## src/rtl/uart_pkg.sv

```systemverilog
// Shared UART state encoding and oversampling constants (rx and tx sides).
package uart_pkg;

    typedef enum logic [2:0] {
        IDLE,
        START,
        DATA,
        PARITY,
        STOP,
        BRK
    } uart_state_e;

    localparam int OS_TICKS = 16;
    localparam int MID_TICK = 7;

endpackage

```

## src/rtl/uart_baud_gen.sv

```systemverilog
// Free-running mod-DVSR counter producing the 16x oversample tick.
module uart_baud_gen #(
    parameter int DVSR     = 163,
    parameter int DVSR_BIT = 8
) (
    input  logic                clk,
    input  logic                reset,
    output logic                s_tick,
    output logic [DVSR_BIT-1:0] count
);

    localparam logic [DVSR_BIT-1:0] LAST = DVSR_BIT'(DVSR - 1);

    always_ff @(posedge clk) begin
        if (!reset) begin
            count <= '0;
        end else if (count == LAST) begin
            count <= '0;
        end else begin
            count <= count + 1'b1;
        end
    end

    assign s_tick = (count == LAST);

endmodule

```

## src/rtl/uart_rx_os.sv

```systemverilog
// Oversampling UART receiver with break hold-off.
// Optional even parity check enabled by UART_RX_PARITY_EN.
module uart_rx_os
    import uart_pkg::*;
#(
    parameter int DBIT     = 8,
    parameter int SB_TICK  = 16,
    parameter int DVSR     = 163,
    parameter int DVSR_BIT = 8
) (
    input  logic            clk,
    input  logic            reset,
    input  logic            rx,
    output logic            rx_done_tick,
    output logic [DBIT-1:0] dout,
    output logic            frame_err,
`ifdef UART_RX_PARITY_EN
    output logic            parity_err,
`endif
    output logic            busy
);

    localparam int SMAX = (SB_TICK > OS_TICKS) ? SB_TICK : OS_TICKS;
    localparam int SW   = $clog2(SMAX);
    localparam int NW   = (DBIT > 1) ? $clog2(DBIT) : 1;

    uart_state_e     state, state_n;
    logic [SW-1:0]   s, s_n;
    logic [NW-1:0]   n, n_n;
    logic [DBIT-1:0] b, b_n;
    logic [DBIT-1:0] dout_n;
    logic            ferr_n;
    logic            done_n;
    logic            rx_q1, rx_s;
    logic            s_tick;
`ifdef UART_RX_PARITY_EN
    logic            par, par_n;
    logic            perr_n;
`endif

    uart_baud_gen #(
        .DVSR     (DVSR),
        .DVSR_BIT (DVSR_BIT)
    ) u_baud (
        .clk    (clk),
        .reset  (reset),
        .s_tick (s_tick),
        .count  ()
    );

    // Two-flop synchronizer; idle-high so reset never looks like a start.
    always_ff @(posedge clk) begin
        if (!reset) begin
            rx_q1 <= 1'b1;
            rx_s  <= 1'b1;
        end else begin
            rx_q1 <= rx;
            rx_s  <= rx_q1;
        end
    end

    always_ff @(posedge clk) begin
        if (!reset) begin
            state        <= IDLE;
            s            <= '0;
            n            <= '0;
            b            <= '0;
            dout         <= '0;
            frame_err    <= 1'b0;
            rx_done_tick <= 1'b0;
`ifdef UART_RX_PARITY_EN
            par          <= 1'b0;
            parity_err   <= 1'b0;
`endif
        end else begin
            state        <= state_n;
            s            <= s_n;
            n            <= n_n;
            b            <= b_n;
            dout         <= dout_n;
            frame_err    <= ferr_n;
            rx_done_tick <= done_n;
`ifdef UART_RX_PARITY_EN
            par          <= par_n;
            parity_err   <= perr_n;
`endif
        end
    end

    always_comb begin
        state_n = state;
        s_n     = s;
        n_n     = n;
        b_n     = b;
        dout_n  = dout;
        ferr_n  = frame_err;
        done_n  = 1'b0;
`ifdef UART_RX_PARITY_EN
        par_n   = par;
        perr_n  = parity_err;
`endif
        unique case (state)
            IDLE: begin
                if (!rx_s) begin
                    state_n = START;
                    s_n     = '0;
                end
            end
            START: begin
                if (s_tick) begin
                    if (s == SW'(MID_TICK)) begin
                        s_n     = '0;
                        n_n     = '0;
                        state_n = rx_s ? IDLE : DATA;
                    end else begin
                        s_n = s + 1'b1;
                    end
                end
            end
            DATA: begin
                if (s_tick) begin
                    if (s == SW'(OS_TICKS - 1)) begin
                        s_n = '0;
                        b_n = {rx_s, b[DBIT-1:1]};
                        if (n == NW'(DBIT - 1)) begin
`ifdef UART_RX_PARITY_EN
                            state_n = PARITY;
`else
                            state_n = STOP;
`endif
                        end else begin
                            n_n = n + 1'b1;
                        end
                    end else begin
                        s_n = s + 1'b1;
                    end
                end
            end
`ifdef UART_RX_PARITY_EN
            PARITY: begin
                if (s_tick) begin
                    if (s == SW'(OS_TICKS - 1)) begin
                        par_n   = rx_s;
                        s_n     = '0;
                        state_n = STOP;
                    end else begin
                        s_n = s + 1'b1;
                    end
                end
            end
`endif
            STOP: begin
                if (s_tick) begin
                    if (s == SW'(SB_TICK - 1)) begin
                        dout_n  = b;
                        ferr_n  = ~rx_s;
                        done_n  = 1'b1;
`ifdef UART_RX_PARITY_EN
                        perr_n  = ^{b, par};
`endif
                        // A low stop sample means break: wait for idle.
                        state_n = rx_s ? IDLE : BRK;
                    end else begin
                        s_n = s + 1'b1;
                    end
                end
            end
            BRK: begin
                if (rx_s) begin
                    state_n = IDLE;
                end
            end
            default: begin
                state_n = IDLE;
            end
        endcase
    end

    assign busy = (state != IDLE);

endmodule

```

## config.mk

```make
export PLATFORM = sky130hd
export DESIGN_NAME = uart_rx_os
export DESIGN_NICKNAME = d
export VERILOG_FILES = /design/src/rtl/uart_pkg.sv /design/src/rtl/uart_baud_gen.sv /design/src/rtl/uart_rx_os.sv
export SDC_FILE = /design/constraint.sdc
export NUM_CORES = 1
export LEC_CHECK = 0
export ABC_AREA = 1
export CAP_MARGIN = 10
export CORE_ASPECT_RATIO = 0.8
export CORE_UTILIZATION = 29
export DETAILED_ROUTE_END_ITERATION = 10
export GPL_TIMING_DRIVEN = 1
export PLACE_DENSITY = 0.52
export SLEW_MARGIN = 20
export SYNTH_ARGS = -nofsm -noshare
export SYNTH_HDL_FRONTEND = slang
export SYNTH_SLANG_ARGS = --single-unit
```

## constraint.sdc

```tcl
create_clock -name clk -period 1.8 [get_ports clk]
set_input_delay 0.36 -clock clk [delete_from_list [all_inputs] [get_ports clk]]
set_output_delay 0.36 -clock clk [all_outputs]
set_load 0.03 [all_outputs]
```

# After elaboration in Yosys (flattened, before gate mapping)
# Index checks and enable logic that the tools add are counted.
[totals] ff_bits=38 inputBits=3 word_cells=72
[classes] addsub=3 eq_ne=19 muxes=27 bitwise=2 reduce_logical=11
[op_table] operator="$mux 3" count=15
[op_table] operator="$mux 4" count=7
[op_table] operator="$ne 2x2->1 const B" count=11
[op_table] operator="$pmux 4 s4" count=1
[op_table] operator="$pmux 3 s5" count=1
[op_table] operator="$reduce_and 6->1" count=2
[op_table] operator="$eq 3x3->1 const B" count=3
[op_table] operator="$reduce_and 3->1" count=3
[op_table] operator="$reduce_and 9->1" count=1
[op_table] operator="$add 8x1->8 const B" count=1
[op_table] operator="$eq 8x8->1 const B" count=1
[op_table] operator="$pmux 3 s2" count=1
[op_table] operator="$add 4x1->4 const B" count=1
[op_table] operator="$eq 4x3->1 const B" count=1
[op_table] operator="$eq 4x4->1 const B" count=1
[op_table] operator="$reduce_bool 4->1" count=1
[op_table] operator="$add 3x1->3 const B" count=1
[op_table] operator="$eq 3x1->1 const B" count=1
[op_table] operator="$eq 3x2->1 const B" count=1
[op_table] operator="$logic_not 3->1" count=1
[op_table] operator="$reduce_bool 3->1" count=1
[op_table] operator="$mux 2" count=1
[op_table] operator="$not 1->1" count=2
[op_table] operator="$reduce_bool 2->1" count=1
[op_table] operator="other kinds (2)" count=2

# Longest topological paths before layout
# Gate-level depths: netlist (run 1).
[logic_depth] ltp_word=5 depth_mapped=12 depth_no_buf=12

# By module
# A second synthesis (run 1) with hierarchy kept.
[hier_totals] hier_cells=247 area_unflattened_um2=1866.8
[by_module_without_submodules] module="uart_rx_os" instances=1 cells_each=193 area_per_inst_um2=1452.6 seq_area_each_um2=600.6
[by_module_without_submodules] module="uart_baud_gen" instances=1 cells_each=54 area_per_inst_um2=414.1 seq_area_each_um2=160.2

# Worst setup path after synthesis (run 1)
# OpenSTA, ideal clock, no wires.
[synth_timing] path_type="reg2reg" start="register state[0]" end="register s[0]" t_arrival_ns=1.319 setup_slack_ns=0.368 stages_incl_launch_ff=9 path_buffers=0 period_less_slack_ns=1.432 path_cell_list="dfxtp_1 > nor2_2 > nand2_1 > nor2_1 > inv_1 > nand2_2 > nor2_4 > nor2_1 > nor2_1"
[synth_between] elab_chain_len=3 word_cells_on_any_way=12 classes_between="eq/ne (8); mux (1); reduce/logical (3)"
[synth_rtl] element="from (decl)" line_no="uart_rx_os.sv:27" text="uart_state_e state, state_n;"
[synth_rtl] element="from (signal assigned)" line_no="uart_rx_os.sv:76" text="state <= state_n;"
[synth_rtl] element="$eq 3x3->1 (tied with other cells)" line_no="uart_rx_os.sv:102" text="unique case (state)"
[synth_rtl] element="$reduce_bool 4->1 (no source line) / $ne 2x2->1 (equally long branches)"
[synth_rtl] element="$reduce_and 6->1 (no source line)"
[synth_rtl] element="to (signal assigned)" line_no="uart_rx_os.sv:77" text="s <= s_n;"
[synth_rtl] element="to (decl)" line_no="uart_rx_os.sv:28" text="logic [SW-1:0] s, s_n;"
# Parallel ways exist; a longest one is shown, timed or not.
# A chain may end at the register's enable or synchronous reset.

# Worst setup path in the final report (run 1)
[layout_timing] start="register dout[4]" end="output port dout[4]"
[layout_lines] element="from (decl)" line_no="uart_rx_os.sv:15" text="output logic [DBIT-1:0] dout,"
[layout_lines] element="from (signal assigned)" line_no="uart_rx_os.sv:80" text="dout <= dout_n;"
# No word-level cell between the ends.

==> out/qor.yml, run 1 <==
outcome: "complete, no violations"
drive_gt1_frac: 0.129
fin_skew_ns: 0.00969
use_met3: 0.0314
syn_area_sq_um: 1790
n_antenna_cell: 0
cts-buffers-inserted: 5
grt_pass1_wl_mm: 6.39
synth_seq_cells: 38
ant_nets: 0
max_freq_mhz: 596
cp-start-kind: "flop"
core_area_sq_um: 5910
slew-limit-headroom: 0.751
power.density_nw_per_um2: 1420
grt_usage: 0.124
ctsHoldBuffers: 0
drv_cap: 0
critPathArrivalTime_ns: 1.32
yosysWarnings: 0
path_clk_slew_ns: 0.09
io_buffers: 13
path_class: "flop to primary output"
syn-num-nets: 244
die-area_sq_um: 6480
synth_top_area_cell: "dfxtp_1"
die_x_um: 89.8
gp_congestion: 0.811
worst-path-buf-inv: 1
antenna_found_initial: 0
period_needed_ns: 1.68
swShare: 0.384
slew_violations: 0
wl_mm: 3.62
finalSetupViolCount: 0
layout-area-overhead-vs-synth_pct: 20.3
ys.flop_type: "dfxtp_1"
cellInternalPower_w: 0.00189
use_met2: 0.174
start_util: 0.302
viasPerCell: 4.44
first_global_vias: 1350
cts_buffer_depth: 2
clockRootBuffer: "clkbuf_8"
hpwl_mm: 2.62
nets: 263
worstSetupEndpointType: "primary output"
ys_seq_area_frac: 0.426
leakage_nw: 0.902
pwr-share-clk: 0.288
h-tree-depth: 2
io-pin-count: 14
holdCritStartpoint: "rx_q1$_SDFF_PN1_"
post-route-period-util: 0.933
cts_tree: "yes"
insertion_delay_ns: 0.29
min_path_type: "flop to flop"
drtPass1Iterations: 4
drtIter0Drc: 53
syn_area_per_cell_sq_um: 7.57
vias: 1496
fin_worst_hold_slack_ns: 0.419
async_reset_ff_frac: 0
cp.required_ns: 1.44
synth.distinct_cells: 31
netSwitchingPower_w: 0.00118
syn_inst: 236
drc: 0
use_met1: 0.182
r2r-start: "s[0]$_SDFFE_PN0P_"
worstPathMaxFanout: 2
critPathTopFamily: "buffers and inverters"
critPathLaunch: "dout[4]$_SDFFE_PN0P_"
grt-ovfl-total: 0
yosysMostFrequentCell: "nor2_1"
grt_most_used_layer: "met1"
cts_sinks: 38
wl_per_cell_um: 10.8
hold_violations: 0
synth_area_leaders: "dfxtp_1, nor2_1, nand2_1"
synth_edf_count: 0
cpPeakStageDelay_ns: 0.68
worstMarginPinSlew_ns: 0.373
combPwrFrac: 0.376
grt_max_degree: 19
core.rowCount: 25
setup_tns_ns: 0
die_h_um: 72.2
crit_slowest_cell: "clkdlybuf4s50_1"
cp_cell_sequence: "clkdlybuf4s50_1"
rsz0062_at_grt: "false"
yosysTopAreaCellShare: 0.426
seq_power_share: 0.336
ir_drop_mv: 0.712
synth_common_cells: "nor2_1, dfxtp_1, nand2_1"
-- cells in the final DEF (no fill, tap or decap), types with 2 or more instances in the layout --
cell type and count:
a211oi_1 7, a21oi_1 15, buf_4 3, bufinv_16 2, clkbuf_8 5, clkdlybuf4s50_1 12, dfxtp_1 38, ha_1 5
inv_1 28, inv_2 2, nand2_1 38, nand2_2 4, nand2_4 2, nand3_1 12, nand3_2 3, nand3b_1 3
nor2_1 40, nor2_2 3, nor3_1 3, nor3b_1 2, nor4_1 2, o21ai_0 14, or2_2 2
-- power groups by stage --
stage	Sequential [W]	Clock (W)	Combinational (W)
after floorplan	0.00103	0	0.000914
after global placement	0.00105	0	0.00116
after detailed placement	0.00105	0	0.00116
after CTS	0.00103	0.000897	0.00115
after global routing	0.00104	0.000936	0.00131
final	0.00103	0.000882	0.00115
-- final timing paths --
kind,to,slack [ns],cells after the start
worst max-delay path,dout[4],0.12,1
worst min-delay path,rx_s$_SDFF_PN1_,0.42,1
worst max register to register,s[0]$_SDFFE_PN0P_,0.20,9
worst min register to register,rx_s$_SDFF_PN1_,0.42,1
-- flip-flops by register name, indices dropped and copies added (netlist names) --
register,count
rx_q1,1
b,8
dout,8
n,3
u_baud.count,8
frame_err,1
s,4
rx_s,1
state,3
rx_done_tick,1
-- stage by stage --
stage	setup slack, ns	instances	util	power, W	area (sq um)
after floorplan	0.368	236	-	0.00195	1790
after global placement	0.115	329	0.341	0.00221	2010
after detailed placement	0.183	329	0.341	0.00221	2010
after CTS	0.109	337	0.364	0.00308	2150
after global routing	0.00521	337	0.364	0.00329	2150
final	0.121	337	0.364	0.00306	2150
-- what timing repair did --
item / 4_1_cts / 5_1_grt
setup endpoints to repair: 1 / 0
gates resized for setup: 1 / 0
setup buffers: 0 / 0
-- kinds of logic after synthesis --
group	synth area share
AO/OA/AOI/OAI	0.127
XOR/XNOR	0.00981
adder cells (fa/ha/maj)	0.0350
buffers and inverters	0.0812
flip-flops	0.426
AND/OR/NAND/NOR	0.321
-- layout make-up --
cell class | instances | area [sq um]
Fill cell | 607 | 3760
Multi-Input combinational cell | 163 | 881
Sequential cell | 38 | 761
Timing Repair Buffer | 16 | 151
Inverter | 31 | 118
Tap cell | 81 | 101
Clock buffer | 5 | 68.8
Clock inverter | 3 | 68.8
-- worst reg2reg max path: stages (launching register included) --
cell and delay (ns):
dfxtp_1 0.34, ha_1 0.24, nand3_1 0.20, clkinv_2 0.14, nand2_4 0.12, nand2_1 0.12, nor2_4 0.19, nand2_1 0.07
nand2_1 0.06, nor2_1 0.03
-- routing by layer --
metal  wire length [um]  up-vias
met1               2000      665
met5                  0        -
met2               1440       27
li1                   -      799
met3                141        5
met4                 45        0
Note: power is estimated with default switching activity, not from simulation.
==> inputs of run 2 (changes only) <==
--- a/config.mk
+++ b/config.mk
@@ -12,6 +12,7 @@
 export DETAILED_ROUTE_END_ITERATION = 10
 export GPL_TIMING_DRIVEN = 1
 export PLACE_DENSITY = 0.52
+export SETUP_SLACK_MARGIN = 0.02
 export SLEW_MARGIN = 20
 export SYNTH_ARGS = -nofsm -noshare
 export SYNTH_HDL_FRONTEND = slang
==> run 2 against run 1 <==
Compared with the run above:
- critical path depth did not move
- sequential power barely moved
- combinational power barely moved
- non-clock buffer count did not move
- register-to-register slack barely moved
- largest power group unchanged
==> out/qor.yml, run 2 (synthesis results as in run 1) <==
grt_usage: 0.124  # unchanged
n_antenna_cell: 0  # unchanged
layout-area-overhead-vs-synth_pct: 20.6
setup_tns_ns: 0  # unchanged
drv_cap: 0  # unchanged
gp_congestion: 0.811  # unchanged
drive_gt1_frac: 0.133  # +0.00391
die-area_sq_um: 6480  # unchanged
multiInputGateArea_sq_um: 886  # +0.57%
fin_skew_ns: 0.0115  # +0.00181 ns
outcome: "complete, no violations"
insertion_delay_ns: 0.29  # about the same
slew-limit-headroom: 0.751  # about the same
place_inst: 329  # unchanged
final_common_cell: "nor2_1"
worst-path-buf-inv: 1  # unchanged
total_power_w: 0.00306  # -0.13%
cpPeakStageDelay_ns: 0.68  # about the same
min_path_type: "flop to flop"
leakage_nw: 0.902  # about the same
rsz0062_at_grt: "false"
die_h_um: 72.2  # unchanged
regArea_sq_um: 761  # unchanged
grt_pass1_wl_mm: 6.39  # unchanged
placed_cell_area_sq_um: 2010  # unchanged
antenna_found_initial: 0  # unchanged
grt-ovfl-total: 0  # unchanged
nets: 263  # unchanged
cts_sinks: 38  # unchanged
hpwl_mm: 2.62  # unchanged
cp-start-kind: "flop"
cts_tree: "yes"
stdcell_count: 337  # unchanged
die_x_um: 89.8  # unchanged
vias: 1490  # -0.40%
grt_max_degree: 19  # unchanged
post-route-cell-area_sq_um: 2150  # +0.23%
largest_registers: "b x8, dout x8, u_baud.count x8"
viasPerCell: 4.42  # -0.40%
period_needed_ns: 1.68  # +0.00164 ns
cp_cell_sequence: "clkdlybuf4s50_1"
critPathTopFamily: "buffers and inverters"
clockRootBuffer: "clkbuf_8"
post-place-ws_ns: 0.183  # unchanged
start_util: 0.302  # unchanged
path_class: "flop to primary output"
hold_violations: 0  # unchanged
io-pin-count: 14  # unchanged
critPathArrivalTime_ns: 1.32  # about the same
core.rowCount: 25  # unchanged
ant_nets: 0  # unchanged
most-common-layout-cells: "nor2_1, nand2_1, dfxtp_1"
h-tree-depth: 2  # unchanged
first_global_vias: 1350  # unchanged
worstMarginPinSlew_ns: 0.373  # +0.000366 ns
post-route-period-util: 0.934  # about the same
drtIter0Drc: 52  # -1.9%
worstPathMaxFanout: 2  # unchanged
slew_violations: 0  # unchanged
io_buffers: 13  # unchanged
cts-buffers-inserted: 5  # unchanged
cts_buffer_depth: 2  # unchanged
core_area_sq_um: 5910  # unchanged
wl_per_cell_um: 10.8  # +0.80%
max_freq_mhz: 595  # about the same
fillCellCount: 607  # unchanged
crit_slowest_cell: "clkdlybuf4s50_1"
power.density_nw_per_um2: 1420  # -0.36%
worstSetupEndpointType: "primary output"
ir_drop_mv: 0.710  # -0.28%
path_clk_slew_ns: 0.09  # about the same
wl_mm: 3.65  # +0.80%
drc: 0  # unchanged
finalSetupViolCount: 0  # unchanged
cp.required_ns: 1.44  # about the same
drtPass1Iterations: 5  # +1
setup_ws_ns: 0.119  # -0.00164 ns
==> run 2: cell counts in the layout (fill, tap and decap cells not counted) <==
Identical to the previous run, type by type.
==> run 2: what timing repair did <==
| action | CTS | global route |
|---|---|---|
| endpoints found under the setup margin | 1 | 5 |
| hold buffers | 0 | 0 |
| pin swaps | 0 | 1 |
| gates resized for setup | 1 | 1 |
| gates cloned | 0 | 0 |
| buffers inserted | 0 | 0 |
==> run 2: path summary, 6_finish.rpt <==
path                            cells past startpoint                end                       start  slack [ns]
worst min register to register                      1    rx_s$_SDFF_PN1_            rx_q1$_SDFF_PN1_        0.42
worst max register to register                     10  n[0]$_SDFFE_PN0P_  u_baud.count[0]$_SDFF_PP0_        0.21
worst min-delay path                                1    rx_s$_SDFF_PN1_            rx_q1$_SDFF_PN1_        0.42
worst max-delay path                                1            dout[4]        dout[4]$_SDFFE_PN0P_        0.12
==> run 2: report_power, final <==
group	internal [W]	leakage [nW]	switching, W
Combinational	0.000392	0.525	0.000756
Sequential	0.000939	0.308	0.0000939
Clock	0.000556	0.0683	0.000322
Total	0.00189	0.902	0.00117
==> run 2: cell type report <==
cell class                      count  area share
Clock inverter                      3      0.0319
Tap cell                           81      0.0470
Inverter                           31      0.0546
Sequential cell                    38       0.353
Multi-Input combinational cell    163       0.411
Clock buffer                        5      0.0319
Timing Repair Buffer               16      0.0703
==> run 2: through the flow <==
step	utilization	hold WS, ns
after detailed placement	0.341	0.400
after floorplan	-	0.393
after global routing	0.364	0.444
after global placement	0.341	0.396
final	0.364	0.419
after CTS	0.364	0.423
==> run 2: routing by layer <==
layer	vias to the layer above	GRT usage	share of wire
met5	-	0	0
met4	0	0.0437	0.0074
met3	2	0.0314	0.044
met2	27	0.174	0.40
met1	661	0.182	0.55
li1	800	-	-
